$ cat config.mk
export PLATFORM = sky130hd
export DESIGN_NAME = i2s_rx_48k_flat
export DESIGN_NICKNAME = d
export VERILOG_FILES = /design/src/rtl/i2s_rx_48k_if.sv /design/src/rtl/i2s_rx_48k.sv /design/src/flat_wrapper.sv
export SDC_FILE = /design/constraint.sdc
export NUM_CORES = 1
export LEC_CHECK = 0
export ABC_AREA = 1
export ABC_CLOCK_PERIOD_IN_PS = 3300
export CORE_MARGIN = 1.5
export CORE_UTILIZATION = 35
export DETAILED_ROUTE_END_ITERATION = 10
export GPL_TIMING_DRIVEN = 0
export HOLD_SLACK_MARGIN = 0.06
export SLEW_MARGIN = 20
export SYNTH_ARGS = -nofsm -noshare
export SYNTH_HDL_FRONTEND = slang
export SYNTH_SLANG_ARGS = --single-unit
$ cat constraint.sdc
create_clock -name clock -period 3.3 [get_ports clock]
set_input_delay 0.33 -clock clock [delete_from_list [all_inputs] [get_ports clock]]
set_output_delay 0.33 -clock clock [all_outputs]
set_load 0.02 [all_outputs]
$ cat src/rtl/i2s_rx_48k_if.sv
// i2s_rx_48k_if: I2S receive link plus the frame-aligned stereo sample bus.
//   i2s_bclk, i2s_lrclk, i2s_sdata  : raw I2S lines (async to the system clock)
//   clken48kHz                      : one-cycle output-update enable
//   clr_flags                       : synchronous clear of the sticky flags
//   LEFTout, RIGHTout               : OUT_W-bit signed sample pair
//   frame_valid, stale              : one-cycle status pulses per clken48kHz
//   overrun, sync_err               : sticky error flags
// master = source side (I2S transmitter + consumer), slave = the receiver.
interface i2s_rx_48k_if #(
  parameter int unsigned OUT_W = 18
);

  logic                    i2s_bclk;
  logic                    i2s_lrclk;
  logic                    i2s_sdata;
  logic                    clken48kHz;
  logic                    clr_flags;
  logic signed [OUT_W-1:0] LEFTout;
  logic signed [OUT_W-1:0] RIGHTout;
  logic                    frame_valid;
  logic                    stale;
  logic                    overrun;
  logic                    sync_err;

  modport master (
    output i2s_bclk, i2s_lrclk, i2s_sdata, clken48kHz, clr_flags,
    input  LEFTout, RIGHTout, frame_valid, stale, overrun, sync_err
  );

  modport slave (
    input  i2s_bclk, i2s_lrclk, i2s_sdata, clken48kHz, clr_flags,
    output LEFTout, RIGHTout, frame_valid, stale, overrun, sync_err
  );

endinterface

$ cat src/rtl/i2s_rx_48k.sv
// i2s_rx_48k: oversampling I2S receiver for a 48 kHz stereo stream.
// Deserialises MSB-first DATA_W-bit words, truncates them to OUT_W bits and
// presents a frame-aligned LEFT/RIGHT pair that only changes on clken48kHz.
//   clock : system clock (>= 8x bclk)
//   reset : asynchronous, active-low reset
//   bus   : i2s_rx_48k_if.slave (I2S lines in, sample pair and status out)
// OUT_W must not exceed DATA_W; SYNC_STAGES must be at least 2.
module i2s_rx_48k #(
  parameter int unsigned DATA_W      = 24,
  parameter int unsigned OUT_W       = 18,
  parameter int unsigned SYNC_STAGES = 2
) (
  input  logic         clock,
  input  logic         reset,
  i2s_rx_48k_if.slave  bus
);

  localparam int unsigned CNT_W = $clog2(DATA_W + 1);

  typedef enum logic [1:0] {
    ST_IDLE,
    ST_SKIP,
    ST_SHIFT,
    ST_PAD
  } state_t;

  // Synchroniser chains and bclk edge detect
  logic [SYNC_STAGES-1:0] r_bclk_sync;
  logic [SYNC_STAGES-1:0] r_lr_sync;
  logic [SYNC_STAGES-1:0] r_sd_sync;
  logic                   r_bclk_d;
  logic                   w_bclk_rise;

  // Per-bclk-edge samples
  logic r_evt;
  logic r_lr_smp;
  logic r_sd_smp;
  logic r_lr_prev;
  logic w_lr_edge;
  logic w_left_start;

  // Deserialiser
  state_t              r_state;
  logic [CNT_W-1:0]    r_bit_cnt;
  logic [DATA_W-2:0]   r_shreg;
  logic [DATA_W-1:0]   w_word;
  logic                w_last_bit;
  logic                w_word_done;
  logic                w_pair_done;
  logic                w_sync_err_set;
  logic                r_chan;
  logic                r_left_got;
  logic [OUT_W-1:0]    r_left_stage;
  logic [OUT_W-1:0]    r_left_hold;
  logic [OUT_W-1:0]    r_right_hold;

  // Output side
  logic                r_pair_ready;
  logic [OUT_W-1:0]    r_left_out;
  logic [OUT_W-1:0]    r_right_out;
  logic                r_frame_valid;
  logic                r_stale;
  logic                r_overrun;
  logic                r_sync_err;

  // Bring the three I2S lines into the clock domain with equal latency.
  always_ff @(posedge clock or negedge reset) begin
    if (!reset) begin
      r_bclk_sync <= '0;
      r_lr_sync   <= '0;
      r_sd_sync   <= '0;
      r_bclk_d    <= 1'b0;
    end else begin
      r_bclk_sync <= {r_bclk_sync[SYNC_STAGES-2:0], bus.i2s_bclk};
      r_lr_sync   <= {r_lr_sync[SYNC_STAGES-2:0],   bus.i2s_lrclk};
      r_sd_sync   <= {r_sd_sync[SYNC_STAGES-2:0],   bus.i2s_sdata};
      r_bclk_d    <= r_bclk_sync[SYNC_STAGES-1];
    end
  end

  assign w_bclk_rise = r_bclk_sync[SYNC_STAGES-1] & ~r_bclk_d;

  // Capture lrclk/sdata once per bclk rising edge; r_evt marks the new sample.
  always_ff @(posedge clock or negedge reset) begin
    if (!reset) begin
      r_evt     <= 1'b0;
      r_lr_smp  <= 1'b0;
      r_sd_smp  <= 1'b0;
      r_lr_prev <= 1'b0;
    end else begin
      r_evt <= w_bclk_rise;
      if (w_bclk_rise) begin
        r_lr_smp  <= r_lr_sync[SYNC_STAGES-1];
        r_sd_smp  <= r_sd_sync[SYNC_STAGES-1];
        r_lr_prev <= r_lr_smp;
      end
    end
  end

  assign w_lr_edge    = r_evt && (r_lr_smp != r_lr_prev);
  assign w_left_start = w_lr_edge && !r_lr_smp;

  assign w_word         = {r_shreg, r_sd_smp};
  assign w_last_bit     = (r_bit_cnt == CNT_W'(DATA_W - 1));
  assign w_word_done    = (r_state == ST_SHIFT) && r_evt && !w_lr_edge && w_last_bit;
  assign w_pair_done    = w_word_done && r_chan && r_left_got;
  assign w_sync_err_set = (r_state == ST_SHIFT) && w_lr_edge;

  // Word framing FSM. The bclk edge that reveals an lrclk change carries the
  // previous word's last slot (the I2S one-bit delay), so SKIP only arms the
  // counter and the next edge delivers the MSB. A left word is staged until
  // its right partner arrives, so the hold pair is always from one frame.
  always_ff @(posedge clock or negedge reset) begin
    if (!reset) begin
      r_state      <= ST_IDLE;
      r_bit_cnt    <= '0;
      r_shreg      <= '0;
      r_chan       <= 1'b0;
      r_left_got   <= 1'b0;
      r_left_stage <= '0;
      r_left_hold  <= '0;
      r_right_hold <= '0;
    end else begin
      case (r_state)
        ST_IDLE: begin
          if (w_left_start) begin
            r_state <= ST_SKIP;
          end
        end
        ST_SKIP: begin
          r_chan    <= r_lr_smp;
          r_bit_cnt <= '0;
          r_state   <= ST_SHIFT;
        end
        ST_SHIFT: begin
          if (r_evt) begin
            if (w_lr_edge) begin
              r_left_got <= 1'b0;
              r_state    <= ST_IDLE;
            end else begin
              r_shreg   <= w_word[DATA_W-2:0];
              r_bit_cnt <= r_bit_cnt + CNT_W'(1);
              if (w_last_bit) begin
                r_state <= ST_PAD;
                if (r_chan) begin
                  if (r_left_got) begin
                    r_left_hold  <= r_left_stage;
                    r_right_hold <= w_word[DATA_W-1 -: OUT_W];
                  end
                  r_left_got <= 1'b0;
                end else begin
                  r_left_stage <= w_word[DATA_W-1 -: OUT_W];
                  r_left_got   <= 1'b1;
                end
              end
            end
          end
        end
        ST_PAD: begin
          if (w_lr_edge) begin
            r_state <= ST_SKIP;
          end
        end
        default: r_state <= ST_IDLE;
      endcase
    end
  end

  // Output update on clken48kHz. The pair_ready seen here is the value before
  // any same-cycle completion, so a coincident pair stays pending.
  always_ff @(posedge clock or negedge reset) begin
    if (!reset) begin
      r_pair_ready  <= 1'b0;
      r_left_out    <= '0;
      r_right_out   <= '0;
      r_frame_valid <= 1'b0;
      r_stale       <= 1'b0;
      r_overrun     <= 1'b0;
      r_sync_err    <= 1'b0;
    end else begin
      r_frame_valid <= 1'b0;
      r_stale       <= 1'b0;

      if (bus.clken48kHz) begin
        if (r_pair_ready) begin
          r_left_out    <= r_left_hold;
          r_right_out   <= r_right_hold;
          r_frame_valid <= 1'b1;
        end else begin
          r_stale <= 1'b1;
        end
      end

      if (w_pair_done) begin
        r_pair_ready <= 1'b1;
      end else if (bus.clken48kHz) begin
        r_pair_ready <= 1'b0;
      end

      // Set wins over clear; a pair consumed in the completion cycle is not lost.
      if (w_pair_done && r_pair_ready && !bus.clken48kHz) begin
        r_overrun <= 1'b1;
      end else if (bus.clr_flags) begin
        r_overrun <= 1'b0;
      end

      if (w_sync_err_set) begin
        r_sync_err <= 1'b1;
      end else if (bus.clr_flags) begin
        r_sync_err <= 1'b0;
      end
    end
  end

  assign bus.LEFTout     = r_left_out;
  assign bus.RIGHTout    = r_right_out;
  assign bus.frame_valid = r_frame_valid;
  assign bus.stale       = r_stale;
  assign bus.overrun     = r_overrun;
  assign bus.sync_err    = r_sync_err;

endmodule

$ cat src/flat_wrapper.sv
// flat-port wrapper written by rule: the top's interface ports become plain ports
module i2s_rx_48k_flat 
#(
  parameter int unsigned DATA_W      = 24,
  parameter int unsigned OUT_W       = 18,
  parameter int unsigned SYNC_STAGES = 2
)
  (clock, reset, bus_i2s_bclk, bus_i2s_lrclk, bus_i2s_sdata, bus_clken48kHz, bus_clr_flags, bus_LEFTout, bus_RIGHTout, bus_frame_valid, bus_stale, bus_overrun, bus_sync_err);
  i2s_rx_48k_if #(.OUT_W(OUT_W)) bus_i ();
  input  logic clock;
  input  logic reset;
  input wire logic [$bits(bus_i.i2s_bclk)-1:0] bus_i2s_bclk;
  input wire logic [$bits(bus_i.i2s_lrclk)-1:0] bus_i2s_lrclk;
  input wire logic [$bits(bus_i.i2s_sdata)-1:0] bus_i2s_sdata;
  input wire logic [$bits(bus_i.clken48kHz)-1:0] bus_clken48kHz;
  input wire logic [$bits(bus_i.clr_flags)-1:0] bus_clr_flags;
  output wire logic [$bits(bus_i.LEFTout)-1:0] bus_LEFTout;
  output wire logic [$bits(bus_i.RIGHTout)-1:0] bus_RIGHTout;
  output wire logic [$bits(bus_i.frame_valid)-1:0] bus_frame_valid;
  output wire logic [$bits(bus_i.stale)-1:0] bus_stale;
  output wire logic [$bits(bus_i.overrun)-1:0] bus_overrun;
  output wire logic [$bits(bus_i.sync_err)-1:0] bus_sync_err;
  assign bus_i.i2s_bclk = bus_i2s_bclk;
  assign bus_i.i2s_lrclk = bus_i2s_lrclk;
  assign bus_i.i2s_sdata = bus_i2s_sdata;
  assign bus_i.clken48kHz = bus_clken48kHz;
  assign bus_i.clr_flags = bus_clr_flags;
  assign bus_LEFTout = bus_i.LEFTout;
  assign bus_RIGHTout = bus_i.RIGHTout;
  assign bus_frame_valid = bus_i.frame_valid;
  assign bus_stale = bus_i.stale;
  assign bus_overrun = bus_i.overrun;
  assign bus_sync_err = bus_i.sync_err;
  i2s_rx_48k #(.DATA_W(DATA_W), .OUT_W(OUT_W), .SYNC_STAGES(SYNC_STAGES)) u_core (.clock(clock), .reset(reset), .bus(bus_i));
endmodule
==> impl_metrics.tcl <==
set metrics [dict create \
    clock_skew_ns 0.006960 \
    dr.pass1.iters 4 \
    path_buf_inv 7 \
    grt_usage_pct 14.66 \
    regArea_um2 3453 \
    crit_fanout 10 \
    multiInputGateArea_um2 1658 \
    vias_per_cell 4.534 \
    fin_nets 639 \
    avgRoutedWirePerCell_um 12.87 \
    critPathTopFamily "buffers and inverters" \
    ys_ff_latch 138 \
    num_io_pins 47 \
    io_buffers 46 \
    numCtsBuffers 17 \
    worst-setup-path-type "register to register" \
    synthSimpleGateAreaFrac_pct 21.91 \
    synth_mux_area_share_pct 0.2082 \
    synth_top_family_by_area "simple AND/OR/NAND/NOR gates" \
    clk_pin_slew_worst_paths_ns 0.06 \
    cts.sinks 138 \
    die_y_um 127.3 \
    cap_viol_max_count 0 \
    endpoint_kind "register" \
    post-route-util_pct 44.35 \
    vias 3754 \
    initial_core_util_pct 35.71 \
    post-route-drc-count 0 \
    h-tree-depth 4 \
    die_w_um 127.3 \
    hold_path.class "register to register" \
    rows 45 \
    cp.arrival_ns 2.14 \
    insertion_delay_ns 0.42 \
    max_slew_margin_pct 56.26 \
    clockBufferDepth 2 \
    syn_avg_cell_area_um2 9.659 \
    slowest_delay_ns 0.39 \
    crit_path_start_kind "register" \
    syn_nets 572 \
    ys_seq_area_share_pct 63.84 \
    coreArea_um2 15150 \
    die_area_um2 16210 \
    grt_pass1_wl_um 18560 \
    place.gp.congestion 0.7660 \
    rsz0062_at_grt "no" \
    hold_violations 0 \
    ctsResizeCount 0 \
    powerDensity_nw_per_um2 573.8 \
    setup_viol 0 \
    syn_area_um2 5409 \
    post_cts_buffers 0 \
    postRouteAntennaNets 0 \
    synth_compound_area_share_pct 7.217 \
    cts-root-buf "clkbuf_16" \
    drt_iter0_drc 193 \
    synthAdderAreaFrac_pct 1.157 \
    overflow 0 \
    syn_inst 560 \
    drv_slew 0 \
    finalCritPeriodShare_pct 55.82 \
    critPathSlowestCell "dfrtp_1" \
    worst_pin_slew_ns 0.6560 \
    whs_ns 0.3458 \
    grt_pass1_vias 3775 \
    crit_chain "inv_1 -> ha_1 -> buf_4 -> nand2_1 -> clkinv_1 -> nand2_2 -> inv_2 -> buf_6 -> nand2_4 -> buf_8 -> buf_6 -> o21ai_2" \
    layout-drive-gt1-share_pct 13.13 \
    synthXorXnorAreaFrac_pct 0.1619 \
    cellLeakagePower_nw 3.350 \
    crit_top_cell "buf_6" \
    cp.required_ns 3.60 \
    status "completed" \
    antenna_found_initial 0 \
    synth_warnings 0 \
    area.growth.synth_to_final_pct 24.20 \
    fmax_mhz 542.9 \
    yosys.cell_types.count 27 \
    diodes 0 \
    peakVddDrop_mv 0.3430 \
    grt_start_max_net_pins 77 \
    hpwlAfterDp_um 7480 \
    wl_um 10650 \
    fillers 1426 \
    cts_tree "yes" \
    period_minus_slack_ns 1.842 \
]
-- sequential cells by signal, summed over array words and instances, names as in the netlist, 2 cells and up --
signal               flops
u_core.bus.LEFTout      18
u_core.bus.RIGHTout     18
u_core.r_bclk_sync       2
u_core.r_bit_cnt         5
u_core.r_left_hold      18
u_core.r_left_stage     18
u_core.r_lr_sync         2
u_core.r_right_hold     18
u_core.r_sd_sync         2
u_core.r_shreg          23
u_core.r_state           2
-- cells in the final DEF (no fill, tap or decap), types with 2 or more instances in the layout --
cell             netlist  routed
nand2_1              236     236
dfrtp_1              138     138
o21ai_0               51      51
clkdlybuf4s50_1        0      45
inv_1                 31      31
nand3_1               25      25
clkbuf_16              0      17
nand2_2               14      14
o21ai_2               12      12
nor2_1                10      10
buf_2                  7       7
clkinv_2               0       7
clkbuf_1               5       6
ha_1                   5       5
inv_2                  4       4
buf_6                  4       4
buf_1                  3       3
buf_8                  1       2
clkbuf_2               2       2
a21oi_1                2       2
clkinv_4               0       2
bufinv_16              0       2
clkinvlp_4             0       2
-- logic make-up after synthesis --
kind of cell             Yosys count
buffers and inverters             60
multiplexers                       1
flip-flops                       138
XOR/XNOR                           1
AO/OA/AOI/OAI                     67
AND/OR/NAND/NOR                  288
adder cells (fa/ha/maj)            5
-- metrics by stage --
stage / TNS [ns] / cell area [µm²] / std cells / worst slack, ns / power, W
finish: 0 / 6718 / 828 / 1.458 / 0.003855
global route: 0 / 6718 / 828 / 1.301 / 0.004034
CTS: 0 / 6718 / 828 / 1.435 / 0.003905
floorplan: 0 / 5409 / 560 / 1.647 / 0.001962
detailed placement: 0 / 6137 / 795 / 1.185 / 0.002067
global placement: -450.73 / 6105 / 794 / -3.274 / 0.002042
-- power by group --
part / leakage, nW / total (W) / internal, W / switching, W
combinational: 1.17 / 0.000267 / 0.0000868 / 0.000181
sequential: 1.90 / 0.00177 / 0.00174 / 0.0000304
clock: 0.282 / 0.00182 / 0.00112 / 0.000698
total: 3.35 / 0.00385 / 0.00295 / 0.000909
-- per-layer routing --
layer	global-route usage (%)	vias to the layer above	routed length [µm]
li1	-	1884	-
met1	19.02	1805	5166
met2	22.86	55	4961
met3	4.104	10	379
met4	6.818	0	146
met5	0	-	0
-- final timing paths --
check	end	cells after the start	slack, ns	start
hold / removal	u_core.r_bclk_sync[1]	0	0.35	u_core.r_bclk_sync[0]
setup / recovery	u_core.r_right_hold[12]	12	1.46	u_core.r_state[0]
setup reg to reg	u_core.r_right_hold[12]	12	1.46	u_core.r_state[0]
hold reg to reg	u_core.r_bclk_sync[1]	0	0.35	u_core.r_bclk_sync[0]
max in group asynchronous	u_core.r_chan	3	2.13	reset
min in group asynchronous	u_core.bus.RIGHTout[10]	2	0.44	reset
-- cell type report --
type                       instances  share of cell area (%)
inverter                          36                   2.012
clock inverter                    13                   1.900
multi-input combinational        362                   24.68
sequential                       138                   51.41
buffer                            24                   2.421
timing repair buffer              48                   7.487
clock buffer                      19                   6.593
tap                              188                   3.502
-- Yosys cell counts --
cell      count  area share [%]
inv_2         4            0.28
buf_6         4            0.83
nand3_1      25             2.3
o21ai_0      51             4.7
inv_1        31             2.2
buf_4         1            0.14
buf_2         7            0.65
clkinv_1      1           0.069
buf_8         1            0.28
mux2_2        1            0.21
nor2_8        1            0.37
nand2_1     236              16
xor2_1        1            0.16
ha_1          5             1.2
clkbuf_1      5            0.35
nand2_2      14             1.6
nand3_4       1            0.32
a21oi_1       2            0.19
o211ai_1      1            0.14
o22ai_2       1            0.23
nor2_1       10            0.69
o21ai_2      12             1.9
nand2_4       1            0.21
clkbuf_2      2            0.19
dfrtp_1     138              64
buf_1         3            0.21
buf_12        1            0.37
-- timing repair --
action                     in CTS  in global routing
setup endpoints to repair       0                  0
hold endpoints to repair       62                  0
hold buffers                    1                  0
(Power assumes the default switching activity.)
